$ cat config.mk
export PLATFORM = sky130hd
export DESIGN_NAME = tanh_act_rr_scheduler
export DESIGN_NICKNAME = d
export VERILOG_FILES = /design/src/rtl/tanh_act_rr_scheduler.sv
export SDC_FILE = /design/constraint.sdc
export NUM_CORES = 1
export LEC_CHECK = 0
export ABC_AREA = 1
export BUFFER_PORTS_ARGS = -buffer_cell sky130_fd_sc_hd__buf_4
export CAP_MARGIN = 20
export CORE_MARGIN = 4
export CORE_UTILIZATION = 28
export DETAILED_ROUTE_END_ITERATION = 16
export GPL_ROUTABILITY_DRIVEN = 0
export MAX_ROUTING_LAYER = met4
export PLACE_DENSITY = 0.57
export SLEW_MARGIN = 0
export SYNTH_ARGS = -nofsm -noshare
export SYNTH_HDL_FRONTEND = slang
export SYNTH_HIERARCHICAL = 1
export SYNTH_SLANG_ARGS = --single-unit
$ cat constraint.sdc
create_clock -name clk -period 1.9 [get_ports clk]
set_input_delay 0 -clock clk [delete_from_list [all_inputs] [get_ports clk]]
set_output_delay 0 -clock clk [all_outputs]
set_load 0.01 [all_outputs]
$ cat src/rtl/tanh_act_rr_scheduler.sv
// tanh_act_rr_scheduler
//   Shares one 4-bit approximate tanh core among N_REQ requesters.
//   - A round-robin arbiter grants one requester through its valid/ready handshake.
//   - The granted operand passes through the tanh core.
//   - The result lands in a single-entry output register.
//     That register has its own valid/ready handshake and a requester tag.
//
// Ports
//   clk        rising-edge clock
//   reset      synchronous, active-high
//   req_valid  [N_REQ]     per-requester request valid
//   req_data   [4*N_REQ]   operands, requester i at [4i+3:4i]
//   req_ready  [N_REQ]     one-hot grant (combinational), zero when no grant
//   out_valid              output register holds a result
//   out_data   [4]         tanh result
//   out_id     [ID_W]      requester that produced out_data
//   out_ready              downstream accepts the result
//   done_cnt   [CNT_W]     results accepted downstream, wrapping

// Combinational approximate tanh core.
module tanh_act_core (
    input  logic [3:0] x,
    output logic [3:0] y
);
    assign y = {x[1] & x[3], ~x[0] & (x[1] | (x[3] & x[2])), x[0], x[0]};
endmodule

// One arbiter lane: flags a valid request at or above the round-robin pointer.
// Those requests take priority over wrapped-around ones.
module tanh_act_rr_lane #(
    parameter int ID_W = 2,
    parameter int IDX  = 0
) (
    input  logic            valid,
    input  logic [ID_W-1:0] rr_ptr,
    output logic            hi
);
    localparam logic [ID_W-1:0] MY_IDX = ID_W'(IDX);
    assign hi = valid && (MY_IDX >= rr_ptr);
endmodule

module tanh_act_rr_scheduler #(
    parameter int N_REQ = 4,
    parameter int ID_W  = 2,
    parameter int CNT_W = 16
) (
    input  logic               clk,
    input  logic               reset,
    input  logic [N_REQ-1:0]   req_valid,
    input  logic [4*N_REQ-1:0] req_data,
    output logic [N_REQ-1:0]   req_ready,
    output logic               out_valid,
    output logic [3:0]         out_data,
    output logic [ID_W-1:0]    out_id,
    input  logic               out_ready,
    output logic [CNT_W-1:0]   done_cnt
);
    typedef enum logic {EMPTY = 1'b0, FULL = 1'b1} state_t;

    typedef struct packed {
        logic [ID_W-1:0] id;
        logic [3:0]      data;
    } result_t;

    state_t                   state, state_nx;
    logic [ID_W-1:0]          rr_ptr;
    logic [N_REQ-1:0][3:0]    req_lanes;
    logic [N_REQ-1:0]         hi_req;
    logic [N_REQ-1:0]         pick;
    logic                     grant_any;
    logic [ID_W-1:0]          grant_id;
    logic                     slot_free;
    logic                     take;
    logic                     drain;
    logic [3:0]               core_y;
    result_t                  result_nx;

    assign req_lanes = req_data;

    // Rotating priority:
    //   - Requests at or above rr_ptr are searched first, lowest index winning.
    //   - Only if there are none do we fall back to the lowest-index valid
    //     request overall (the wrapped part of the scan).
    for (genvar i = 0; i < N_REQ; i++) begin : g_lane
        tanh_act_rr_lane #(.ID_W(ID_W), .IDX(i)) u_lane (
            .valid  (req_valid[i]),
            .rr_ptr (rr_ptr),
            .hi     (hi_req[i])
        );
    end

    assign pick = (|hi_req) ? hi_req : req_valid;

    always_comb begin
        grant_any = 1'b0;
        grant_id  = '0;
        for (int i = N_REQ - 1; i >= 0; i--) begin
            if (pick[i]) begin
                grant_any = 1'b1;
                grant_id  = ID_W'(i);
            end
        end
    end

    assign slot_free = (state == EMPTY) || out_ready;
    assign take      = grant_any && slot_free && !reset;
    assign drain     = (state == FULL) && out_ready;

    tanh_act_core u_core (
        .x (req_lanes[grant_id]),
        .y (core_y)
    );

    assign result_nx = '{id: grant_id, data: core_y};

    // FSM: state register
    always_ff @(posedge clk) begin
        if (reset) state <= EMPTY;
        else       state <= state_nx;
    end

    // FSM: next state. A grant always leaves the slot FULL.
    // This holds even when the old result drains on the same edge.
    always_comb begin
        state_nx = state;
        if (take)       state_nx = FULL;
        else if (drain) state_nx = EMPTY;
    end

    // FSM: outputs
    always_comb begin
        req_ready = '0;
        if (take) req_ready[grant_id] = 1'b1;
        out_valid = (state == FULL);
    end

    // Datapath. out_data/out_id change only on a load, so a drain alone or a
    // stall leaves them untouched.
    always_ff @(posedge clk) begin
        if (reset) begin
            out_data <= '0;
            out_id   <= '0;
            rr_ptr   <= '0;
            done_cnt <= '0;
        end else begin
            if (take) begin
                out_data <= result_nx.data;
                out_id   <= result_nx.id;
                rr_ptr   <= (grant_id == ID_W'(N_REQ - 1)) ? '0 : grant_id + 1'b1;
            end
            if (drain) done_cnt <= done_cnt + 1'b1;
        end
    end
endmodule

==> qor.txt <==
Slew Viols, Final: 0
Critical Path RT: 1.90 ns
Synth Net Count: 263
Htree depth: 1
Number of synthesis warnings: 6
Most frequent cells in the layout: buf_4 (58), inv_1 (39), nand2_1 (28), dfxtp_1 (23), nand3_1 (20)
Worst-Skew Late Latency: 0.27 ns
# setup viols final: 0
Remaining global-route overflow: 0
Post-route DRC: 0
Fin nets: 324
DR vias: 1,616
Via-per-instance ratio: 4.40
Port bufs: 49
Die Ht: 84.2 um
WL per Instance: 11.5 um
Power density over cell area: 735 nW/um^2
Tot GR Track Use: 11.4%
TritonCTS Buffers: 3
Setup crit start kind: flip-flop
Post-route minimum period: 1.89 ns
Router iterations before antenna repair: 4
Layout fillers: 594
CP Max Fanout: 4
# rows: 27
Post-synth cell types: 29
Setup CP Type: reg -> out
Leak Pwr: 1.10 nW
Hold path start: out_ready
Antenna violations before repair: 0
Commonest non-fill, non-tap cell in the layout: buf_4
Detail Route Antenna Nets: 0
# IOs: 50
Die width: 84.2 um
Detailed placement HPWL: 2960 um
Reg-to-Reg End: out_data[2]$_SDFFE_PP0P_
Maximum VDD drop: 0.307 mV
Worst-path clk slew: 0.09 ns
Crit end category: output port
Hold endpoint: out_valid$_SDFFE_PP0P_
Clock sinks: 25
Worst hold margin: 0.119 ns
Area leader, netlist: dfxtp_1
# Max-Cap Violations: 0
Reg2Reg Depth: 17
Top cells by area, synth: dfxtp_1 (31%), inv_1 (10%), nand2_1 (7.6%)
Largest net degree at the start of global routing: 18
Full die area: 7090 um^2
CTS Buffer Depth: 2
Seq/Total Area, Yosys: 30.8%
Synthesized area per cell: 6.92 um^2
First-pass GRT wire length: 6800 um
Final core utilization: 42.4%
Worst EP arrival: 1.89 ns
Worst Tran Pin Value: 0.482 ns
Ant. Diodes: 0
Area grow syn2layout: 45.3%
Area of the mapped netlist: 1630 um^2
Initial core utilization: 29.2%
CTS root buffer: clkbuf_8
Crit share post-route: 99.4%
R2R Path Start: rr_ptr[1]$_SDFFE_PP0P_
Vias in the first global route: 1,600
Rel. slew slack: 67.9%
Fin. Hold Viols: 0
Pwr Total: 1.74 mW
Unrepaired setup endpoints after global routing: true
WL final: 4210 um
Post-Synthesis Cells: 235
Area fraction of the dominant cell type after synthesis: 30.8%
CTS tree: done
Share of layout cells above drive strength 1: 41.7%
Number of DRC markers in iteration 0: 29
Max Fclk: 529 MHz
Worst reg2reg setup slack: 0.04 ns
Status: completed
Core box area: 5570 um^2
Hold WC Path Type: in -> reg
Yosys reg bits: 25
Hold Path Cell Cnt: 4
Setup Skew: 0.00244 ns
## sequential cells by signal, indices dropped and copies added, names as in the netlist
register / cells
out_valid: 1
done_cnt: 16
out_data: 4
out_id: 2
rr_ptr: 2
## report_power, final
part	switching, mW	leakage, nW	internal, mW
Clock	0.166	0.0228	0.150
Sequential	0.0392	0.205	0.572
Combinational	0.443	0.871	0.367
## worst max-delay path, cell delays in order (launching register included)
cell,delay (ns)
dfxtp_4,0.39
inv_2,0.04
nand2_2,0.07
nor2_4,0.04
nor2_4,0.16
nand3_2,0.11
nand2_4,0.10
nor2_4,0.05
o21ai_4,0.09
buf_4,0.17
ha_4,0.13
inv_2,0.04
nor2_4,0.10
buf_6,0.11
## cell families (layout without fill, tap and decap cells)
family                     count (synthesis)  in the layout  share of synthesized area (%)
AOI/OAI and AO/OA                         28             28                           10.2
xor gates and xnor gates                   2              2                           1.08
adders and majority gates                  5              5                           3.85
buffers and inverters                     53            113                           14.0
DFF                                       25             25                           30.8
and+or+nand+nor                          122            122                           40.1
## through the flow
stage	area [um^2]	std cells	TNS [ns]	worst slack (ns)
after global placement	2040	350	0	0.0719
final	2360	367	0	0.0113
after global routing	2360	367	-0.523	-0.131
after detailed placement	2040	350	0	0.0347
after floorplan	1630	235	0	0.180
after CTS	2170	360	0	0.00400
## final cells by class
cell class,count,area [um^2],area share [%]
tap,72,90.1,3.81
timing repair buffer,63,490,20.8
multi-input combinational,157,1050,44.4
clock buffer,4,45.0,1.91
sequential,25,505,21.4
inverter,46,183,7.73
## routing by layer
layer | up-vias | wire length [um] | global-route usage (%)
met1 | 713 | 1970 | 14.9
met2 | 47 | 1980 | 18.1
met5 | - | 0 | -
met4 | 0 | 36 | 2.92
met3 | 4 | 215 | 2.16
li1 | 852 | - | -
## cell usage after synthesis
library cell,number
a21oi_2,3
buf_6,2
a211oi_1,1
nand3_1,24
o21ai_2,1
nor2_4,2
nor2_2,7
a21oi_1,10
or2_4,1
or2_0,1
nor2_1,22
nand2_1,33
o21bai_1,2
inv_2,2
nand3b_1,8
xor2_1,2
o21ai_0,10
inv_1,44
dfxtp_1,25
o21a_1,1
nor3_1,2
nand2_4,4
nor3b_1,1
nand2_2,11
buf_4,3
nand3_2,4
buf_2,2
nand4_1,2
ha_1,5
## worst max path at each step
stage,startpoint,endpoint,depth (start not counted)
3_5_place_dp,rr_ptr[1]$_SDFFE_PP0P_,out_data[2]$_SDFFE_PP0P_,15
2_1_floorplan,rr_ptr[1]$_SDFFE_PP0P_,out_data[2]$_SDFFE_PP0P_,17
3_3_place_gp,rr_ptr[1]$_SDFFE_PP0P_,rr_ptr[1]$_SDFFE_PP0P_,12
5_1_grt,rr_ptr[1]$_SDFFE_PP0P_,out_data[2]$_SDFFE_PP0P_,17
4_1_cts,rr_ptr[1]$_SDFFE_PP0P_,req_ready[1],14
6_report,rr_ptr[1]$_SDFFE_PP0P_,req_ready[1],13
## repair_timing
action | in CTS | in global routing
endpoints found under the hold margin | 5 | 0
gates resized for setup | 10 | 38
buffers inserted | 5 | 7
gates cloned | 0 | 0
pin swaps | 8 | 22
hold buffers | 1 | 0
setup endpoints to repair | 4 | 8
Note: power is estimated with default switching activity, not from simulation.
